==> config.mk <==
export PLATFORM = sky130hd
export DESIGN_NAME = encoder_4x2_sync
export DESIGN_NICKNAME = d
export VERILOG_FILES = /design/src/rtl/encoder_pkg.sv /design/src/rtl/sync_2ff.sv /design/src/rtl/encoder_4x2_sync.sv
export SDC_FILE = /design/constraint.sdc
export NUM_CORES = 1
export LEC_CHECK = 0
export BUFFER_PORTS_ARGS = -buffer_cell sky130_fd_sc_hd__buf_2
export CAP_MARGIN = 20
export CORE_ASPECT_RATIO = 1.1
export CORE_MARGIN = 2
export CORE_UTILIZATION = 57
export DETAILED_ROUTE_END_ITERATION = 8
export PLACE_DENSITY = 0.79
export SKIP_CTS_REPAIR_TIMING = 1
export SYNTH_ARGS = -nofsm -noshare
export SYNTH_HDL_FRONTEND = slang
export SYNTH_SLANG_ARGS = --single-unit
==> constraint.sdc <==
create_clock -name clk -period 3.26 [get_ports clk]
set_clock_uncertainty 0.2 [all_clocks]
set_input_delay 0.489 -clock clk [delete_from_list [all_inputs] [get_ports clk]]
set_output_delay 0.489 -clock clk [all_outputs]
set_load 0.005 [all_outputs]
==> src/rtl/encoder_pkg.sv <==
// Shared types and helpers for the clocked 4-to-2 active-low priority encoder.
package encoder_pkg;

    typedef enum logic [1:0] {
        IDLE     = 2'd0,
        DEBOUNCE = 2'd1,
        HOLD     = 2'd2,
        RELEASE  = 2'd3
    } enc_state_t;

    // All request lines released (active-low, so all ones).
    localparam logic [3:0] LINES_IDLE = 4'b1111;

    // Priority code of an active-low pattern: Q[3] wins and maps to 00, Q[0] maps to 11.
    function automatic logic [1:0] prio_encode(logic [3:0] pat);
        logic [1:0] code;
        if (!pat[3]) begin
            code = 2'b00;
        end else if (!pat[2]) begin
            code = 2'b01;
        end else if (!pat[1]) begin
            code = 2'b10;
        end else begin
            code = 2'b11;
        end
        return code;
    endfunction

    // True when more than one line is low in the pattern.
    function automatic logic multi_low(logic [3:0] pat);
        logic [2:0] zeros;
        zeros = 3'd0;
        for (int i = 0; i < 4; i++) begin
            zeros = zeros + {2'b00, ~pat[i]};
        end
        return (zeros > 3'd1);
    endfunction

endpackage

==> src/rtl/sync_2ff.sv <==
// Two-flop synchroniser for asynchronous active-low lines; resets to all-ones (released).
module sync_2ff #(
    parameter int W = 4
) (
    input  logic         clk,
    input  logic         rst,
    input  logic [W-1:0] d,
    output logic [W-1:0] q
);

    logic [W-1:0] meta_r;
    logic [W-1:0] sync_r;

    // Two-stage capture of the asynchronous lines; reset parks both stages at released.
    always_ff @(posedge clk) begin
        if (rst) begin
            meta_r <= {W{1'b1}};
            sync_r <= {W{1'b1}};
        end else begin
            meta_r <= d;
            sync_r <= meta_r;
        end
    end

    assign q = sync_r;

endmodule

==> src/rtl/encoder_4x2_sync.sv <==
// Clocked 4-to-2 priority encoder: synchronises and debounces four active-low request
// lines, encodes the winning line to {A,B} and presents it on a valid/ready handshake.
module encoder_4x2_sync
    import encoder_pkg::*;
#(
    parameter int STABLE_CYCLES = 4
) (
    input  logic       clk,
    input  logic       rst,
    input  logic [3:0] Q,
    input  logic       E,
    output logic       A,
    output logic       B,
    output logic       valid,
    input  logic       ready,
    output logic       multi
);

    localparam int CNT_W = $clog2(STABLE_CYCLES + 1);
    localparam logic [CNT_W-1:0] CNT_LAST = CNT_W'(STABLE_CYCLES - 1);

    if (STABLE_CYCLES < 2 || STABLE_CYCLES > 255) begin : g_bad_stable_cycles
        $error("encoder_4x2_sync: STABLE_CYCLES must be within 2..255");
    end

    logic [3:0]       q_s;
    logic [1:0]       code_s;
    logic             multi_s;

    enc_state_t       state_r;
    logic [3:0]       pat_r;
    logic [CNT_W-1:0] cnt_r;
    logic             a_r;
    logic             b_r;
    logic             valid_r;
    logic             multi_r;

    sync_2ff #(
        .W (4)
    ) u_sync (
        .clk (clk),
        .rst (rst),
        .d   (Q),
        .q   (q_s)
    );

    assign code_s  = prio_encode(pat_r);
    assign multi_s = multi_low(pat_r);

    // Capture / debounce / hold / release sequencer with registered code outputs.
    always_ff @(posedge clk) begin
        if (rst) begin
            state_r <= IDLE;
            pat_r   <= LINES_IDLE;
            cnt_r   <= {CNT_W{1'b0}};
            a_r     <= 1'b0;
            b_r     <= 1'b0;
            valid_r <= 1'b0;
            multi_r <= 1'b0;
        end else begin
            case (state_r)
                IDLE: begin
                    if (!E && (q_s != LINES_IDLE)) begin
                        pat_r   <= q_s;
                        cnt_r   <= CNT_W'(1);
                        state_r <= DEBOUNCE;
                    end
                end
                DEBOUNCE: begin
                    // A changed pattern beats a completing count on the same edge.
                    if (E || (q_s != pat_r)) begin
                        cnt_r   <= {CNT_W{1'b0}};
                        state_r <= IDLE;
                    end else if (cnt_r == CNT_LAST) begin
                        a_r     <= code_s[1];
                        b_r     <= code_s[0];
                        multi_r <= multi_s;
                        valid_r <= 1'b1;
                        cnt_r   <= {CNT_W{1'b0}};
                        state_r <= HOLD;
                    end else begin
                        cnt_r   <= cnt_r + CNT_W'(1);
                    end
                end
                HOLD: begin
                    // Lines and enable are ignored here; only the handshake moves on.
                    if (valid_r && ready) begin
                        valid_r <= 1'b0;
                        state_r <= RELEASE;
                    end
                end
                RELEASE: begin
                    // One code per press: wait for every line to be released.
                    if (q_s == LINES_IDLE) begin
                        state_r <= IDLE;
                    end
                end
                default: begin
                    valid_r <= 1'b0;
                    cnt_r   <= {CNT_W{1'b0}};
                    state_r <= IDLE;
                end
            endcase
        end
    end

    assign A     = a_r;
    assign B     = b_r;
    assign valid = valid_r;
    assign multi = multi_r;

endmodule

# After elaboration in Yosys (flattened, before gate mapping)
# Cells that the tools add are included.
# Widths: inputs -> output; s select.
# totals
register_bits	21
in_bits	8
output_inout_bits	4
elab_cells	61
# classes
n_addsub	4
n_lt_le_gt_ge	1
n_eq_ne	13
mux	17
bitwise	5
reduce_logical	12
# ops
cell	count
$mux 2	7
$ne 2x2->1 const B	5
$mux 3	3
$pmux 2 s4	1
$reduce_and 4->1	2
$pmux 3 s2	1
$not 1->1	5
$eq 2x2->1 const B	2
$eq 4x4->1 const B	1
$mux 1	4
$ne 4x4->1	1
$ne 4x4->1 const B	1
$reduce_and 2->1	2
$reduce_bool 2->1	2
$add 2x1->3	1
$add 3x1->3	1
$add 3x1->3 const B	1
$eq 3x2->1 const B	1
$gt 3x1->1 const B	1
$ne 3x3->1 const B	1
$reduce_and 3->1	1
$add 1x1->2	1
$eq 2x1->1 const B	1
$logic_and 1x1->1	2
4 further kinds	4

# Depth between registers and ports, before layout
# Gate-level depths: netlist (run 1).
# depth
word_depth	5
ltp_mapped	6
depth_no_buf	5

# Cells and area by module
# From an unflattened synthesis (run 1), not the netlist that was laid out.
# hier_totals
cells_unflattened	87
hier_area_um2	888.4
# by_module_without_submodules
module	instances	cells_each	area_each_um2	seq_area_each_um2
encoder_4x2_sync	1	71	678.2	260.2
sync_2ff	1	16	210.2	160.2

# Worst setup path before layout (run 1)
# No wires, ideal clock.
# synth_timing
path_kind	input -> register
from	in E
to	reg a_r (netlist: A)
setup_ns	0.070
t_arrival_ns	1.774
required_ns	2.990
path_slack_ns	1.215
stages	5
n_path_buf	1
path_cell_list	or3b_1 -> or3b_1 -> clkbuf_2 -> or3_1 -> a21oi_1
# synth_via
elab_chain_cells	3
# synth_rtl
item	line_no	text
start: declaration	encoder_4x2_sync.sv:11	input logic E,
$logic_or 1x1->1	encoder_4x2_sync.sv:71	if (E || (q_s != pat_r)) begin
$not 1->1 (no line)	-	
$reduce_and 3->1 (no line)	-	
end signal: assignment	encoder_4x2_sync.sv:75	a_r <= code_s[1];
end: declaration	encoder_4x2_sync.sv:33	logic a_r;
# No other way between the ends.
# A chain may end at the register's enable or synchronous reset.

# Final worst setup path (run 1)
# layout_timing
from	reg pat_r[3]
to	reg state_r[0]
# layout_via
elab_chain_cells	4
word_cells_on_any_way	6
classes_between	2 x eq/ne; 2 x mux; 2 x reduce/logical
# layout_rtl
item	line_no	text
start: declaration	encoder_4x2_sync.sv:31	logic [3:0] pat_r;
start signal: assignment	encoder_4x2_sync.sv:64	pat_r <= q_s;
$ne 4x4->1 *	encoder_4x2_sync.sv:71	
$logic_or 1x1->1 *	encoder_4x2_sync.sv:71	
$ne 3x3->1 (no line) / $mux 2 (equally long branches)	-	
$reduce_and 4->1 (no line) / $pmux 2 s4 (equally long branches)	-	
end signal: assignment	encoder_4x2_sync.sv:66	state_r <= DEBOUNCE;
end signal: assignment	encoder_4x2_sync.sv:73	state_r <= IDLE;
end signal: assignment	encoder_4x2_sync.sv:80	state_r <= HOLD;
end: declaration	encoder_4x2_sync.sv:30	enc_state_t state_r;
# Mark *: on every way between the ends. The rest lies on a longest branch, timed or not.

==> key figures, run 1 <==
Outcome
  • Status: complete, no violations

Clocking
  • Clk sink count: 21
  • Root buffer cell: clkbuf_4
  • Num CTS Buffers: 3
  • TritonCTS clock tree: yes
  • Clock Tree Buf Depth: 2
  • Worst skew pair latency: 0.30 ns
  • CTS H-tree lvls: 1
  • Clock-pin slew on the worst setup and hold paths: 0.11 ns

Setup path
  • Worst path required time: 3.29 ns
  • CP endpoint kind: flip-flop
  • Critical path class: reg2reg
  • Crit-path max FO: 9
  • RR Startpoint: pat_r[3]
  • Crit path from: pat_r[3]
  • Startpoint Class: flip-flop
  • Critical Path AT: 2.12 ns

Synthesis
  • Yosys top cell area share: 0.479
  • Unique cell type count in the Yosys netlist: 32
  • Top FF cell, synth: dfxtp_1
  • Sequential share of the synthesized area: 0.479
  • Mapped Cells: 93
  • Post-synth EDFFs: 0
  • Post-Syn Area: 877 sq um
  • Synthesis warning total: 0
  • Top cells by area, synth: dfxtp_1, or2_2, a211o_1
  • Mapped Avg Cell Area: 9.43 sq um
  • Cell taking the most area after synthesis: dfxtp_1
  • Post-synthesis async set-or-reset flop share: 0
  • Post-synthesis register bit count: 21
  • Post-Syn Nets: 103

STA
  • Unrepaired setup endpoints after global routing: false
  • Post-Route Setup TNS: 0 ns
  • Slew Limit Headroom: 0.778
  • Max-slew violations: 0
  • Tmin final: 2.09 ns
  • Worst-Margin Slew: 0.332 ns
  • Fin. Hold Viols: 0
  • Endpoints failing setup: 0
  • Fmax achieved: 479 MHz
  • Final Cycle Share: 0.640

Global routing
  • Total GRT Usage: 0.195
  • Antenna violations before repair: 0
  • Number of global-route vias before repair: 694
  • First-pass GRT wire length: 2730 um
  • GR Overflow Total: 0
  • Largest net degree at the start of global routing: 24

Power and ir drop
  • Lkg Pwr: 0.417 nW
  • Comb power frac: 0.102
  • Reg power frac: 0.623
  • Clock power frac: 0.274
  • Sw Ratio: 0.247
  • P_int: 0.335 mW
  • NetSw: 0.110 mW
  • Peak supply drop: 0.310 mV
  • PD cells: 462 mW/mm^2

Min path
  • Min-delay src: Q[1]
  • HP Class: in2reg

Detailed routing
  • Via count: 664
  • DR WL/cell: 11.5 um
  • Post-route antenna net violation count: 0
  • DR iter-0 viols: 5
  • Total detailed-routing wirelength: 1380 um
  • DR pass1 iterations: 2
  • DRC Markers: 0
  • Via/cell ratio: 5.53

Floorplan
  • Die Area: 0.00187 sq mm
  • Cell Rows: 14
  • I/O Pins: 12
  • CORE AREA: 0.00140 sq mm
  • Starting Density: 0.626
  • Die W: 41.4 um
  • Die H: 45.1 um

Layout
  • Multi-input gate area: 407 sq um
  • ANT cells: 0
  • Share of cells above drive strength 1: 0.260
  • Number of nets in the layout: 115
  • Final instance area: 963 sq um
  • Synthesis-to-layout area growth: 9.84%
  • FF+latch area: 420 sq um
  • Filler cells: 126

Placement
  • Area after DPL: 936 sq um
  • RePlAce Congestion: 0.772
  • Detailed placer's ending HPWL: 1030 um
  • IO buf count: 11

Job
  • Max_cap viols: 0
power groups by stage:
| stage | registers [mW] | clock network (mW) | logic, mW |
|---|---|---|---|
| after global placement | 0.283 | 0 | 0.0438 |
| after CTS | 0.278 | 0.129 | 0.0462 |
| after detailed placement | 0.283 | 0 | 0.0460 |
| after floorplan | 0.281 | 0 | 0.0355 |
| final | 0.277 | 0.122 | 0.0456 |
| after global routing | 0.280 | 0.138 | 0.0542 |
final cells by class:
| type | count | area share |
|---|---|---|
| multi-input cells | 59 | 0.422 |
| clock buffers | 3 | 0.0234 |
| clock inverters | 1 | 0.00519 |
| flip-flops and latches | 21 | 0.436 |
| well taps | 16 | 0.0208 |
| inverters | 9 | 0.0351 |
| repair buffers | 11 | 0.0571 |
cell families (layout without fill, tap and decap cells):
logic type / Yosys count / after routing / synth area share
and+or+nand+nor: 34 / 34 / 0.234
xor gates and xnor gates: 4 / 4 / 0.0400
adders and majority gates: 2 / 2 / 0.0371
buffers and inverters: 13 / 24 / 0.0571
AOI/OAI and AO/OA: 19 / 19 / 0.153
DFF: 21 / 21 / 0.479
layout by cell type (no fill, tap or decap):
| master | n |
|---|---|
| clkinv_2 | 1 |
| xnor2_1 | 3 |
| or4_2 | 3 |
| nor2b_1 | 1 |
| nor3_1 | 1 |
| clkbuf_4 | 3 |
| xor2_1 | 1 |
| dfxtp_1 | 21 |
| or3b_1 | 2 |
| o21a_1 | 1 |
| o21bai_1 | 1 |
| nor2_1 | 6 |
| nand2_1 | 4 |
| ha_1 | 1 |
| a21oi_1 | 4 |
| a41oi_1 | 1 |
| nand3_1 | 1 |
| buf_2 | 11 |
| a221o_2 | 1 |
| o31ai_1 | 1 |
| o21ai_0 | 4 |
| or3_1 | 2 |
| and3b_1 | 1 |
| or2_0 | 1 |
| fa_1 | 1 |
| a211o_1 | 4 |
| and4_1 | 1 |
| nand4b_1 | 1 |
| o32ai_1 | 1 |
| a211oi_1 | 1 |
| nand2b_1 | 2 |
| or2_2 | 8 |
| inv_1 | 9 |
path summary, 6_finish.rpt:
| kind | end | slack (ns) | cells past startpoint |
|---|---|---|---|
| worst min register to register | u_sync.q[2] | 0.22 | 1 |
| worst max register to register | state_r[0] | 1.17 | 4 |
| worst min-delay path | u_sync.meta_r[1] | 0.16 | 2 |
| worst max-delay path | state_r[0] | 1.17 | 4 |
metal layers:
metal | global-route usage | vias to the layer above | wire, um
met4 | 0.116 | 0 | 38
li1 | - | 344 | -
met2 | 0.359 | 11 | 671
met5 | 0 | - | 0
met3 | 0.0480 | 4 | 43
met1 | 0.204 | 305 | 627
cells in the mapped netlist (all sizes together), types with 2 or more instances:
master	count
a211o	4
a21oi	4
clkbuf	4
dfxtp	21
inv	9
nand2	4
nand2b	2
nor2	6
o21ai	4
or2	9
or3	2
or3b	2
or4	3
xnor2	3
through the flow:
stage / power, mW / utilization / hold slack (ns) / setup slack, ns / cells
6_report: 0.445 / 0.688 / 0.160 / 1.17 / 120
5_1_grt: 0.472 / 0.688 / 0.138 / 1.01 / 120
4_1_cts: 0.453 / 0.688 / 0.148 / 1.16 / 120
3_5_place_dp: 0.330 / 0.668 / 0.195 / 1.05 / 116
3_3_place_gp: 0.327 / 0.668 / 0.191 / 1.10 / 116
2_1_floorplan: 0.316 / - / 0.189 / 1.22 / 93
flip-flops by register name, indices dropped and copies added, names as in the netlist, named ones only:
signal / cells
A: 1
B: 1
cnt_r: 3
multi: 1
pat_r: 4
state_r: 1
u_sync.meta_r: 4
u_sync.q: 4
valid: 1
worst max-delay path, stage by stage, from the launching register on:
cell     delay [ns]
dfxtp_1        0.45
xnor2_1        0.15
nand3_1        0.25
or4_2          0.76
a41oi_1        0.22
Note: power is estimated with default switching activity, not from simulation.
==> run 2, diff against run 1 <==
--- a/config.mk
+++ b/config.mk
@@ -9,9 +9,9 @@
 export CAP_MARGIN = 20
 export CORE_ASPECT_RATIO = 1.1
 export CORE_MARGIN = 2
-export CORE_UTILIZATION = 57
+export CORE_UTILIZATION = 48
 export DETAILED_ROUTE_END_ITERATION = 8
-export PLACE_DENSITY = 0.79
+export PLACE_DENSITY = 0.71
 export SKIP_CTS_REPAIR_TIMING = 1
 export SYNTH_ARGS = -nofsm -noshare
 export SYNTH_HDL_FRONTEND = slang
==> constraint.sdc (replaced) <==
create_clock -name clk -period 1.9 [get_ports clk]
set_clock_uncertainty 0.2 [all_clocks]
set_input_delay 0.285 -clock clk [delete_from_list [all_inputs] [get_ports clk]]
set_output_delay 0.285 -clock clk [all_outputs]
set_load 0.005 [all_outputs]
==> key figures, run 2 (synthesized netlist as in run 1, its figures left out) <==
Outcome
  • Status: complete, but fails checks
  • Failing checks: negative setup slack

Detailed routing
  • Via/cell ratio: 5.23 (-5.4%)
  • DR iter-0 viols: 13 (+8)
  • DR pass1 iterations: 4 (+2)
  • Via count: 722 (+8.7%)
  • DR WL/cell: 11.8 um (+2.7%)
  • DRC Markers: 0 (unchanged)
  • Post-route antenna net violation count: 0 (unchanged)
  • Total detailed-routing wirelength: 1630 um (+18%)

Global routing
  • First-pass GRT wire length: 2650 um (-2.8%)
  • Number of global-route vias before repair: 646 (-6.9%)
  • Antenna violations before repair: 0 (unchanged)
  • Total GRT Usage: 0.161 (-0.0341)
  • Largest net degree at the start of global routing: 24 (unchanged)
  • GR Overflow Total: 0 (unchanged)

STA
  • Worst-Margin Slew: 0.380 ns (+0.0478 ns)
  • Fin. Hold Viols: 0 (unchanged)
  • Post-Route Setup TNS: -0.0814 ns (-0.0814 ns)
  • Unrepaired setup endpoints after global routing: true
  • Tmin final: 1.96 ns (-0.128 ns)
  • Final Cycle Share: 1.03 (+0.390)
  • Fmax achieved: 511 MHz (+6.6%)
  • Endpoints failing setup: 2 (+2)
  • Max-slew violations: 0 (unchanged)
  • Slew Limit Headroom: 0.746 (-0.0319)
  • PnR worst setup slack: -0.0570 ns (-1.23 ns)

Power and ir drop
  • Lkg Pwr: 0.505 nW (+21%)
  • Total power: 0.819 mW (+84%)
  • PD cells: 725 mW/mm^2 (+57%)
  • Peak supply drop: 0.435 mV (+41%)

Placement
  • Area after DPL: 0.00101 sq mm (+8.4%)
  • RePlAce Congestion: 0.757 (-2.0%)
  • Detailed placer's ending HPWL: 1110 um (+7.5%)
  • IO buf count: 11 (unchanged)
  • Placed Cells: 128 (+10%)

Layout
  • Most frequent cells in the layout: dfxtp_1, buf_2, buf_4
  • Filler cells: 155 (+23%)
  • Non-filler cells, final: 138 (+15%)
  • Final instance area: 0.00113 sq mm (+17%)
  • Share of cells above drive strength 1: 0.400 (+0.140)
  • Synthesis-to-layout area growth: 28.7%
  • Number of nets in the layout: 131 (+14%)
  • ANT cells: 0 (unchanged)
  • Commonest non-fill, non-tap cell in the layout: dfxtp_1

Floorplan
  • Die W: 44.8 um (+8.1%)
  • Starting Density: 0.504 (-0.122)
  • Die Area: 0.00219 sq mm (+17%)
  • I/O Pins: 12 (unchanged)
  • Cell Rows: 16 (+2)
  • Die H: 48.8 um (+8.2%)
  • CORE AREA: 0.00174 sq mm (+24%)

Clocking
  • Clock Tree Buf Depth: 2 (unchanged)
  • TritonCTS clock tree: yes
  • Num CTS Buffers: 3 (unchanged)
  • Clk sink count: 21 (unchanged)
  • Root buffer cell: clkbuf_4
  • Worst skew pair latency: 0.31 ns (about the same)
  • CTS H-tree lvls: 1 (unchanged)
  • Clock-pin slew on the worst setup and hold paths: 0.12 ns (about the same)

Setup path
  • RR Endpoint: B
  • Setup crit end: B
  • Slowest cell on the critical path: or3b_4
  • CP endpoint kind: flip-flop
  • Critical Path AT: 2.02 ns (-0.10 ns)
  • Critical path class: reg2reg
  • RR Startpoint: state_r[0]
  • Crit-path max FO: 6 (-3)
  • Worst stage delay on the critical path: 0.43 ns (-0.33 ns)
  • Worst R2R Setup Slack: -0.06 ns (-1.23 ns)
  • Cell mode on critical path: or3b_4
  • Crit path from: state_r[0]
  • Worst path required time: 1.96 ns (-1.33 ns)
  • Startpoint Class: flip-flop
  • Worst path cell trace: or3b_4 -> or3b_4 -> or3_4 -> a21oi_2
  • Reg2reg path depth: 4 (unchanged)

Min path
  • HP Class: in2reg

Job
  • Max_cap viols: 0 (unchanged)
## run 2: area by class of cell
| class | count | area, sq um | share of cell area |
|---|---|---|---|
| timing repair buffer | 27 | 189 | 0.167 |
| inverter | 9 | 33.8 | 0.0299 |
| clock inverter | 1 | 5.00 | 0.00443 |
| sequential | 21 | 425 | 0.377 |
| clock buffer | 3 | 22.5 | 0.0200 |
| tap | 18 | 22.5 | 0.0200 |
| multi-input combinational | 59 | 430 | 0.381 |
## run 2: worst max-delay path, delay by kind of cell, from the launching register on
kind | cells | cell delay [ns]
AOI/OAI and AO/OA | 1 | 0.11
and+or+nand+nor | 3 | 1.22
DFF | 1 | 0.38
## run 2: per-layer routing
layer  vias up  wire length (um)  part of all wire  GRT usage
met1       333               740              0.45      0.198
li1        368                 -                 -          -
met4         0                34             0.021     0.0758
met5         -                 0                 0          0
met2        17               796              0.49      0.261
met3         4                59             0.036     0.0333
## run 2: worst min-delay path by stage
stage / endpoint / slack [ns] / cells after the start / from
3_5_place_dp: u_sync.q[2] / 0.19 / 1 / u_sync.meta_r[2]
3_3_place_gp: u_sync.q[3] / 0.19 / 1 / u_sync.meta_r[3]
6_report: state_r[0] / 0.13 / 3 / ready
4_1_cts: u_sync.meta_r[3] / -0.06 / 2 / Q[3]
2_1_floorplan: u_sync.meta_r[0] / 0.19 / 1 / Q[0]
5_1_grt: state_r[0] / 0.14 / 3 / ready
## run 2: stage by stage
step	setup WS, ns	utilization	hold WS, ns
final	-0.0570	0.648	0.133
after global placement	-0.0517	0.583	0.193
after detailed placement	-0.0731	0.583	0.194
after global routing	-0.0860	0.648	0.140
after CTS	-0.0491	0.598	-0.0585
after floorplan	0.00151	-	0.189
## run 2: power by group
part           internal [mW]  switching, mW
Clock                 0.0788          0.145
Sequential             0.460         0.0127
Combinational         0.0673         0.0556
Total                  0.606          0.213
==> run 3, diff against run 2 <==
--- a/config.mk
+++ b/config.mk
@@ -12,6 +12,7 @@
 export CORE_UTILIZATION = 48
 export DETAILED_ROUTE_END_ITERATION = 8
 export PLACE_DENSITY = 0.71
+export SETUP_SLACK_MARGIN = 0.02
 export SKIP_CTS_REPAIR_TIMING = 1
 export SYNTH_ARGS = -nofsm -noshare
 export SYNTH_HDL_FRONTEND = slang
==> key figures, run 3 (synthesized netlist as in run 1, its figures left out) <==
Placement
  • Setup WS pre-CTS: -0.0550 ns (+0.0181 ns)
  • Detailed placer's ending HPWL: 1140 um (+2.6%)
  • IO buf count: 11 (unchanged)
  • Placed Cells: 126 (-1.6%)
  • RePlAce Congestion: 0.783 (+3.4%)

STA
  • Worst-Margin Slew: 0.369 ns (-0.0114 ns)
  • Tmin final: 1.88 ns (-0.0804 ns)
  • Slew Limit Headroom: 0.754 (+0.00758)
  • Unrepaired setup endpoints after global routing: true
  • Fmax achieved: 533 MHz (+4.3%)
  • Post-Route Setup TNS: 0 ns (+0.0814 ns)
  • Final Cycle Share: 0.988 (-0.0423)
  • Endpoints failing setup: 0 (-2)
  • Max-slew violations: 0 (unchanged)
  • PnR worst setup slack: 0.0234 ns (+0.0804 ns)
  • Fin. Hold Viols: 0 (unchanged)
  • Hold_ws: 0.131 ns (-0.00191 ns)

Setup path
  • Slowest cell on the critical path: or3b_4
  • Worst path required time: 1.94 ns (-0.02 ns)
  • Worst R2R Setup Slack: 0.02 ns (+0.08 ns)
  • Critical path's top delay family: simple AND/OR/NAND/NOR gates
  • Cell mode on critical path: or3b_4
  • Worst path buffer plus inverter count: 0 (unchanged)
  • Crit-path max FO: 5 (-1)
  • CP endpoint kind: flip-flop
  • Startpoint Class: flip-flop
  • Worst path cell trace: or3b_4 -> or3b_4 -> or3_1 -> a21oi_1
  • Critical path class: reg2reg
  • Critical Path AT: 1.92 ns (-0.10 ns)
  • Worst stage delay on the critical path: 0.42 ns (about the same)

Detailed routing
  • DR iter-0 viols: 7 (-6)
  • DR pass1 iterations: 4 (unchanged)
  • Total detailed-routing wirelength: 1540 um (-5.5%)
  • Post-route antenna net violation count: 0 (unchanged)
  • DR WL/cell: 11.5 um (-2.6%)
  • Via/cell ratio: 5.09 (-2.7%)
  • Via count: 682 (-5.5%)
  • DRC Markers: 0 (unchanged)

Layout
  • Utilization after layout: 0.630 (-0.0180)
  • Commonest non-fill, non-tap cell in the layout: dfxtp_1
  • Most frequent cells in the layout: dfxtp_1, buf_2, inv_1
  • ANT cells: 0 (unchanged)
  • Number of nets in the layout: 127 (-3.1%)
  • FF+latch area: 424 sq um (-0.29%)
  • Non-filler cells, final: 134 (-2.9%)
  • Synthesis-to-layout area growth: 25.1%
  • Multi-input gate area: 435 sq um (+1.2%)
  • Share of cells above drive strength 1: 0.371 (-0.0293)
  • Filler cells: 146 (-5.8%)

Clocking
  • Worst skew pair latency: 0.31 ns (about the same)
  • Clock-pin slew on the worst setup and hold paths: 0.12 ns (about the same)
  • TritonCTS clock tree: yes
  • Num CTS Buffers: 3 (unchanged)
  • Clock Tree Buf Depth: 2 (unchanged)
  • Root buffer cell: clkbuf_4
  • CTS H-tree lvls: 1 (unchanged)
  • Clk sink count: 21 (unchanged)

Floorplan
  • Die Area: 0.00219 sq mm (unchanged)
  • Die H: 48.8 um (unchanged)
  • Starting Density: 0.504 (unchanged)
  • I/O Pins: 12 (unchanged)
  • CORE AREA: 0.00174 sq mm (unchanged)
  • Cell Rows: 16 (unchanged)
  • Die W: 44.8 um (unchanged)

Global routing
  • GR Overflow Total: 0 (unchanged)
  • Largest net degree at the start of global routing: 24 (unchanged)
  • Antenna violations before repair: 0 (unchanged)
  • Total GRT Usage: 0.165 (+0.00397)
  • Number of global-route vias before repair: 644 (-0.31%)
  • First-pass GRT wire length: 2660 um (+0.53%)

Outcome
  • Status: complete, no violations

Job
  • Max_cap viols: 0 (unchanged)

Power and ir drop
  • Peak supply drop: 0.525 mV (+21%)
  • PD cells: 732 mW/mm^2 (+0.84%)
  • Lkg Pwr: 0.482 nW (-4.4%)

Min path
  • HP Class: in2reg
==> run 3: changes by cell type in the layout (fill, tap and decap cells not counted), sizes merged <==
cell	before	now
clkinv	1	0
clkbuf	3	4
buf	23	19
==> run 3: worst paths after layout <==
path	cells past startpoint	from	end
worst max-delay path	4	flip-flop	B
worst min-delay path	3	ready	state_r[0]
worst max register to register	4	flip-flop	B
worst min register to register	1	u_sync.meta_r[0]	u_sync.q[0]
==> run 3: cell type report <==
class | instances | share of cell area
Inverter | 9 | 0.0308
Timing Repair Buffer | 23 | 0.141
Multi-Input combinational cell | 59 | 0.397
Tap cell | 18 | 0.0205
Clock buffer | 4 | 0.0239
Sequential cell | 21 | 0.387
==> run 3: power by group <==
| group | switching (mW) | total, mW | internal [mW] |
|---|---|---|---|
| Sequential | 0.0117 | 0.471 | 0.459 |
| Combinational | 0.0545 | 0.115 | 0.0609 |
| Clock | 0.134 | 0.216 | 0.0821 |
| Total | 0.200 | 0.803 | 0.602 |
==> run 3: per-layer routing <==
layer | part of all wire | GRT usage | up-vias
met1 | 0.45 | 0.209 | 303
met2 | 0.50 | 0.271 | 16
met4 | 0.014 | 0.0758 | 0
met3 | 0.036 | 0.0222 | 2
met5 | 0 | 0 | -
li1 | - | - | 361
==> run 3: tightest hold or removal path, delay by kind of cell <==
kind,cells,cell delay (ns)
and+or+nand+nor,1,0.10
AOI/OAI and AO/OA,1,0.11
buffers and inverters,1,0.09
==> run 3: through the flow <==
step	area [sq um]	total power, mW
6_report	1100	0.803
3_3_place_gp	1000	0.580
4_1_cts	1030	0.796
5_1_grt	1100	0.837
3_5_place_dp	1000	0.586
2_1_floorplan	891	0.548
